$ cat src/rtl/hex_entry_pkg.sv
// Shared constants and types for the push-button hex entry block.
package hex_entry_pkg;

    localparam int NUM_PB    = 4;
    localparam int PB_INC    = 0;
    localparam int PB_DEC    = 1;
    localparam int PB_CUR    = 2;
    localparam int PB_COMMIT = 3;

    typedef enum logic {IDLE = 1'b0, EDIT = 1'b1} entry_state_t;

    // Plain-vector encodings of the FSM states for legacy-compatible code
    localparam logic [0:0] ST_IDLE = 1'(IDLE);
    localparam logic [0:0] ST_EDIT = 1'(EDIT);

    // Cursor width; a single-digit build still gets a 1-bit cursor
    function automatic int cursor_w(input int n);
        return (n > 1) ? $clog2(n) : 1;
    endfunction

endpackage

$ cat src/rtl/hex_entry_if.sv
// Button/load inputs and display-side outputs of hex_entry.
interface hex_entry_if
    import hex_entry_pkg::*;
#(
    parameter int NUM_DIGITS = 6
);
    localparam int CW = cursor_w(NUM_DIGITS);

    logic [NUM_PB-1:0]         PB_sync;
    logic                      load;
    logic [4*NUM_DIGITS-1:0]   load_value;
    logic [4*NUM_DIGITS-1:0]   value;
    logic                      commit;
    logic [NUM_DIGITS-1:0]     en_mask;
    logic [CW-1:0]             cursor;
    logic                      editing;

    modport slave (
        input  PB_sync, load, load_value,
        output value, commit, en_mask, cursor, editing
    );

    modport master (
        output PB_sync, load, load_value,
        input  value, commit, en_mask, cursor, editing
    );
endinterface

$ cat src/rtl/hex_entry_debounce.sv
// Single-button debouncer: accepts a level change only after
// DEBOUNCE_CYCLES consecutive differing samples; pulses on accepted presses.
module pb_debounce #(
    parameter int DEBOUNCE_CYCLES = 500000
) (
    input  logic CLK,
    input  logic RST,
    input  logic pressed,
    output logic stable,
    output logic press_pulse
);
    localparam int CNT_W = $clog2(DEBOUNCE_CYCLES);

    logic [CNT_W-1:0] count;

    // Count differing samples; flip the stable level when the run is long enough
    always_ff @(posedge CLK or posedge RST) begin
        if (RST) begin
            stable      <= 1'b0;
            count       <= '0;
            press_pulse <= 1'b0;
        end else begin
            press_pulse <= 1'b0;
            if (pressed != stable) begin
                if (count == CNT_W'(DEBOUNCE_CYCLES - 1)) begin
                    stable      <= pressed;
                    count       <= '0;
                    press_pulse <= pressed;   // only the release->press edge is an event
                end else begin
                    count <= count + 1'b1;
                end
            end else begin
                count <= '0;
            end
        end
    end
endmodule

$ cat src/rtl/hex_entry.sv
// Push-button hex number entry: debounced buttons edit a NUM_DIGITS hex
// value digit by digit; committed value and blinking-cursor enable mask out.
module hex_entry
    import hex_entry_pkg::*;
#(
    parameter int NUM_DIGITS      = 6,
    parameter int DEBOUNCE_CYCLES = 500000,
    parameter int BLINK_CYCLES    = 6250000,
    parameter int TIMEOUT_CYCLES  = 2**28
) (
    input  logic       CLK,
    input  logic       RST,
    hex_entry_if.slave bus
);
    localparam int CW  = cursor_w(NUM_DIGITS);
    localparam int VW  = 4 * NUM_DIGITS;
    localparam int BW  = $clog2(BLINK_CYCLES);
    localparam int TW  = $clog2(TIMEOUT_CYCLES);

    logic [NUM_PB-1:0] pulse;
    logic [NUM_PB-1:0] unused_stable;

    logic [0:0]      state;
    logic [VW-1:0]   value_q;
    logic [VW-1:0]   edit_q;
    logic [CW-1:0]   cursor_q;
    logic            commit_q;
    logic            phase;
    logic [BW-1:0]   blink_cnt;
    logic [TW-1:0]   tmo_cnt;

    logic any_ev, act_commit, act_inc, act_dec, act_cur;
    logic [NUM_DIGITS-1:0] mask;

    for (genvar g = 0; g < NUM_PB; g++) begin : g_db
        pb_debounce #(.DEBOUNCE_CYCLES(DEBOUNCE_CYCLES)) u_db (
            .CLK         (CLK),
            .RST         (RST),
            .pressed     (~bus.PB_sync[g]),
            .stable      (unused_stable[g]),
            .press_pulse (pulse[g])
        );
    end

    // Resolve simultaneous events: commit > inc > dec > cursor
    always_comb begin
        any_ev     = |pulse;
        act_commit = pulse[PB_COMMIT];
        act_inc    = !pulse[PB_COMMIT] && pulse[PB_INC];
        act_dec    = !pulse[PB_COMMIT] && !pulse[PB_INC] && pulse[PB_DEC];
        act_cur    = !pulse[PB_COMMIT] && !pulse[PB_INC] && !pulse[PB_DEC] && pulse[PB_CUR];
    end

    // Entry FSM, digit editing, blink and timeout counters
    always_ff @(posedge CLK or posedge RST) begin
        if (RST) begin
            state     <= ST_IDLE;
            value_q   <= '0;
            edit_q    <= '0;
            cursor_q  <= '0;
            commit_q  <= 1'b0;
            phase     <= 1'b1;
            blink_cnt <= '0;
            tmo_cnt   <= '0;
        end else begin
            commit_q <= 1'b0;
            case (state)
                ST_IDLE: begin
                    phase     <= 1'b1;
                    blink_cnt <= '0;
                    tmo_cnt   <= '0;
                    // Wake press: enter EDIT on a copy of the committed value, no action
                    if (any_ev) begin
                        state    <= ST_EDIT;
                        edit_q   <= value_q;
                        cursor_q <= '0;
                    end
                end
                default: begin
                    if (blink_cnt == BW'(BLINK_CYCLES - 1)) begin
                        phase     <= ~phase;
                        blink_cnt <= '0;
                    end else begin
                        blink_cnt <= blink_cnt + 1'b1;
                    end

                    if (any_ev) begin
                        tmo_cnt <= '0;
                    end else if (tmo_cnt == TW'(TIMEOUT_CYCLES - 1)) begin
                        state   <= ST_IDLE;      // abandon edits, value untouched
                        tmo_cnt <= '0;
                    end else begin
                        tmo_cnt <= tmo_cnt + 1'b1;
                    end

                    if (act_commit) begin
                        value_q  <= edit_q;      // pre-load edit even if load is high
                        commit_q <= 1'b1;
                        state    <= ST_IDLE;
                    end else if (!bus.load) begin
                        // Nibble arithmetic stays inside the digit: no carry/borrow
                        for (int i = 0; i < NUM_DIGITS; i++) begin
                            if (cursor_q == CW'(i)) begin
                                if (act_inc) edit_q[4*i +: 4] <= edit_q[4*i +: 4] + 4'd1;
                                if (act_dec) edit_q[4*i +: 4] <= edit_q[4*i +: 4] - 4'd1;
                            end
                        end
                        if (act_cur) begin
                            cursor_q  <= (cursor_q == CW'(NUM_DIGITS - 1)) ? '0 : cursor_q + 1'b1;
                            phase     <= 1'b1;
                            blink_cnt <= '0;
                        end
                    end
                end
            endcase
            // Load overrides any edit written above in the same cycle
            if (bus.load) edit_q <= bus.load_value;
        end
    end

    // Cursor digit follows the blink phase while editing; all digits lit otherwise
    always_comb begin
        mask = '1;
        if (state == ST_EDIT) begin
            for (int i = 0; i < NUM_DIGITS; i++) begin
                if (cursor_q == CW'(i)) mask[i] = phase;
            end
        end
    end

    assign bus.value   = value_q;
    assign bus.commit  = commit_q;
    assign bus.en_mask = mask;
    assign bus.cursor  = cursor_q;
    assign bus.editing = (state == ST_EDIT);

endmodule

$ cat src/flat_wrapper.sv
// flat-port wrapper written by rule: the top's interface ports become plain ports
module hex_entry_flat import hex_entry_pkg::*;
#(
    parameter int NUM_DIGITS      = 6,
    parameter int DEBOUNCE_CYCLES = 500000,
    parameter int BLINK_CYCLES    = 6250000,
    parameter int TIMEOUT_CYCLES  = 2**28
)
  (CLK, RST, bus_PB_sync, bus_load, bus_load_value, bus_value, bus_commit, bus_en_mask, bus_cursor, bus_editing);
  hex_entry_if #(.NUM_DIGITS(NUM_DIGITS)) bus_i ();
  input  logic CLK;
  input  logic RST;
  input wire logic [$bits(bus_i.PB_sync)-1:0] bus_PB_sync;
  input wire logic [$bits(bus_i.load)-1:0] bus_load;
  input wire logic [$bits(bus_i.load_value)-1:0] bus_load_value;
  output wire logic [$bits(bus_i.value)-1:0] bus_value;
  output wire logic [$bits(bus_i.commit)-1:0] bus_commit;
  output wire logic [$bits(bus_i.en_mask)-1:0] bus_en_mask;
  output wire logic [$bits(bus_i.cursor)-1:0] bus_cursor;
  output wire logic [$bits(bus_i.editing)-1:0] bus_editing;
  assign bus_i.PB_sync = bus_PB_sync;
  assign bus_i.load = bus_load;
  assign bus_i.load_value = bus_load_value;
  assign bus_value = bus_i.value;
  assign bus_commit = bus_i.commit;
  assign bus_en_mask = bus_i.en_mask;
  assign bus_cursor = bus_i.cursor;
  assign bus_editing = bus_i.editing;
  hex_entry #(.NUM_DIGITS(NUM_DIGITS), .DEBOUNCE_CYCLES(DEBOUNCE_CYCLES), .BLINK_CYCLES(BLINK_CYCLES), .TIMEOUT_CYCLES(TIMEOUT_CYCLES)) u_core (.CLK(CLK), .RST(RST), .bus(bus_i));
endmodule
$ cat config.mk
export PLATFORM = sky130hd
export DESIGN_NAME = hex_entry_flat
export DESIGN_NICKNAME = d
export VERILOG_FILES = /design/src/rtl/hex_entry_pkg.sv /design/src/rtl/hex_entry_if.sv /design/src/rtl/hex_entry_debounce.sv /design/src/rtl/hex_entry.sv /design/src/flat_wrapper.sv
export SDC_FILE = /design/constraint.sdc
export NUM_CORES = 1
export LEC_CHECK = 0
export ABC_AREA = 1
export BUFFER_PORTS_ARGS = -buffer_cell sky130_fd_sc_hd__buf_2
export CORE_AREA = 10 10 245 153
export DETAILED_ROUTE_END_ITERATION = 6
export DIE_AREA = 0 0 255 163
export PLACE_DENSITY = 0.55
export SYNTH_ARGS = -nofsm -noshare
export SYNTH_HDL_FRONTEND = slang
export SYNTH_HIERARCHICAL = 1
export SYNTH_SLANG_ARGS = --single-unit
$ cat constraint.sdc
create_clock -name CLK -period 5.5 [get_ports CLK]
set_input_delay 1.1 -clock CLK [delete_from_list [all_inputs] [get_ports CLK]]
set_output_delay 1.1 -clock CLK [all_outputs]
set_load 0.01 [all_outputs]
==> insert_results.sql <==
INSERT INTO impl_metrics (metric_group, metric, value, unit) VALUES
('min_path', 'min_path_cells', '1', ''),
('route', 'drt-total-wl', '28200', 'um'),
('setup_path', 'critical_path_depth', '5', ''),
('setup_path', 'crit_type', 'reg2out', ''),
('timing', 'fin_skew', '0.00875', 'ns'),
('timing', 'setup_viol', '0', ''),
('placed_design', 'dpl_cell_area', '12200', 'um2'),
('timing', 'timing.slew.headroom', '0.392', ''),
('timing', 'grt_setup_unrepaired', 'false', ''),
('clock_tree', 'post_cts_buffers', '0', ''),
('final_layout', 'area_growth', '11.4', '%'),
('synthesis', 'synthFlopType', 'dfrtp_1', ''),
('placed_design', 'place.gp.congestion', '0.878', ''),
('synthesis', 'yosys_cell_types', '40', ''),
('synthesis', 'synth-seq-cells', '189', ''),
('final_layout', 'mostFrequentLayoutCell', 'nand2_1', ''),
('die', 'placeableCoreArea', '33200', 'um2'),
('outcome', 'outcome', 'completed', ''),
('timing', 'report.final.hold_viol_count', '0', ''),
('clock_tree', 'insertion_delay', '0.44', 'ns'),
('global_routing', 'grt_max_degree', '46', ''),
('synthesis', 'syn-cell-area', '11400', 'um2'),
('run', 'drv_cap', '0', ''),
('die', 'floorplan.die.height', '163', 'um'),
('setup_path', 'worstPathRequired', '4.40', 'ns'),
('clock_tree', 'cts_resized', '0', ''),
('synthesis', 'synth_warnings', '6', ''),
('synthesis', 'synthCells', '1456', ''),
('global_routing', 'grt_pass1_wl', '47800', 'um'),
('setup_path', 'crit_buf_inv', '3', ''),
('timing', 'timing_max_transition_violations_final', '0', ''),
('power_and_ir_drop', 'power.density_cell_area', '246', 'nW/um2'),
('setup_path', 'cp_max_fo', '31', ''),
('timing', 'hold-worst-slack', '0.457', 'ns'),
('route', 'antenna_violation_net_count_after_detailed_routing', '0', ''),
('setup_path', 'cp-start-kind', 'flip-flop', ''),
('route', 'firstDrtPassIters', '5', ''),
('timing', 'fmax_achieved', '0.315', 'GHz'),
('setup_path', 'timing.critical_path.cells', 'buf_4 > inv_2 > nor2_1 > nand2_1 > buf_2', ''),
('die', 'core.rowCount', '52', ''),
('global_routing', 'antenna_found_initial', '0', ''),
('setup_path', 'cp_max_stage_cell', 'nor2_1', ''),
('clock_tree', 'root_buffer', 'clkbuf_16', ''),
('global_routing', 'overflow_left_after_global_routing', '0', ''),
('timing', 'worst_slew_pin_slew', '0.911', 'ns'),
('final_layout', 'layout-drive-gt1-share', '0.170', ''),
('final_layout', 'antenna_cells_inserted', '0', ''),
('placed_design', 'port_buffers', '65', ''),
('global_routing', 'grt_usage', '0.141', ''),
('final_layout', 'utilization', '0.383', ''),
('die', 'effective_utilization_at_floorplan', '0.344', ''),
('die', 'io_pins', '66', ''),
('route', 'wl_per_cell', '14.3', 'um'),
('synthesis', 'syn_nets', '1512', ''),
('route', 'drc_errors', '0', ''),
('clock_tree', 'post_cts_hold_buffer_count', '0', ''),
('timing', 'final_period_minus_worst_setup_slack', '3.18', 'ns'),
('final_layout', 'most-common-layout-cells', 'nand2_1, nor2_1, dfrtp_1, inv_1, nand3_1', ''),
('global_routing', 'number_of_global_route_vias_before_repair', '9142', ''),
('setup_path', 'arrival_worst_endpoint', '2.08', 'ns'),
('route', 'route.detailed.vias_per_inst', '4.75', ''),
('setup_path', 'reg2reg_depth', '10', ''),
('min_path', 'worstHoldPathType', 'reg2reg', ''),
('synthesis', 'synth-seq-area-share', '0.414', ''),
('final_layout', 'final_design_instance_area_without_fill', '12700', 'um2'),
('clock_tree', 'cts_tree', 'done', ''),
('setup_path', 'critPathMaxStageDelay', '0.39', 'ns'),
('clock_tree', 'clock_sink_count', '189', ''),
('synthesis', 'mean_area_per_synthesized_cell', '7.85', 'um2'),
('setup_path', 'worstSetupEndpointType', 'output port', ''),
('synthesis', 'synthArstFlopShare', '1.00', '');
-- flip-flops by register name, summed over array words and instances, names as in the netlist --
register and flops:
u_core/tmo_cnt 28, u_core/bus.value 24, u_core/bus.editing 1, u_core/phase 1
u_core/g_db.u_db/press_pulse 4, u_core/edit_q 24, u_core/bus.commit 1, u_core/bus.cursor 3
u_core/g_db.u_db/stable 4, u_core/g_db.u_db/count 76, u_core/blink_cnt 23
-- where the power goes --
group	total (uW)	leakage [uW]	internal (uW)	switching, uW
registers	1540	0.00253	1470	66.9
clock network	1150	0.000257	611	535
logic	441	0.00275	164	278
-- worst paths after layout --
kind	startpoint	to	slack [ns]
setup / recovery	u_core/bus.editing	bus_en_mask[5]	2.32
hold / removal	u_core/g_db[2].u_db/count[0]	u_core/g_db[2].u_db/count[0]	0.46
setup reg to reg	u_core/g_db[3].u_db/press_pulse	u_core/edit_q[2]	2.59
hold reg to reg	u_core/g_db[2].u_db/count[0]	u_core/g_db[2].u_db/count[0]	0.46
max in group asynchronous	RST	u_core/edit_q[4]	3.87
min in group asynchronous	RST	u_core/blink_cnt[15]	0.69
-- synth_stat cells (22+ instances only) --
library cell  number  share of area
o21ai_0           59          0.026
nor2_1           241          0.079
nor2_4            51          0.050
nor2_2            28          0.015
nand3_1           93          0.041
xor2_1            41          0.031
nor3_1            22         0.0096
dfrtp_1          188           0.41
nand2_2           29          0.016
a21oi_1           31          0.014
nand4_1           22          0.012
inv_1            164          0.054
nand2_1          310           0.10
-- per-stage QoR --
stage	total power, uW	instances	setup WS [ns]
after floorplan	1900	1456	1.64
after global placement	2000	1937	2.65
after detailed placement	2010	1937	2.56
after CTS	3170	1969	2.27
after global routing	3310	1969	2.09
final	3130	1969	2.32
-- routing by layer --
| metal | vias to the layer above | GRT usage | share of wire |
|---|---|---|---|
| li1 | 4755 | - | - |
| met1 | 4382 | 0.218 | 0.55 |
| met2 | 190 | 0.196 | 0.40 |
| met3 | 20 | 0.0257 | 0.046 |
| met4 | 0 | 0.0340 | 0.0083 |
| met5 | - | 0 | 0 |
-- final cells by class --
type / count / area, um2
Timing Repair Buffer: 69 / 355
Clock buffer: 25 / 485
Fill cell: 3464 / 20500
Sequential cell: 189 / 4730
Inverter: 180 / 678
Clock inverter: 7 / 40.0
Tap cell: 432 / 541
Multi-Input combinational cell: 1067 / 5890
-- cell families (layout without fill, tap and decap cells) --
kind of cell / after synthesis / in the layout / synth area share
XOR/XNOR: 66 / 66 / 0.0532
flip-flops: 189 / 189 / 0.414
adder cells (fa/ha/maj): 25 / 25 / 0.0313
buffers and inverters: 200 / 281 / 0.0701
AO/OA/AOI/OAI: 145 / 145 / 0.0719
AND/OR/NAND/NOR: 831 / 831 / 0.359
Note: power is estimated with default switching activity, not from simulation.
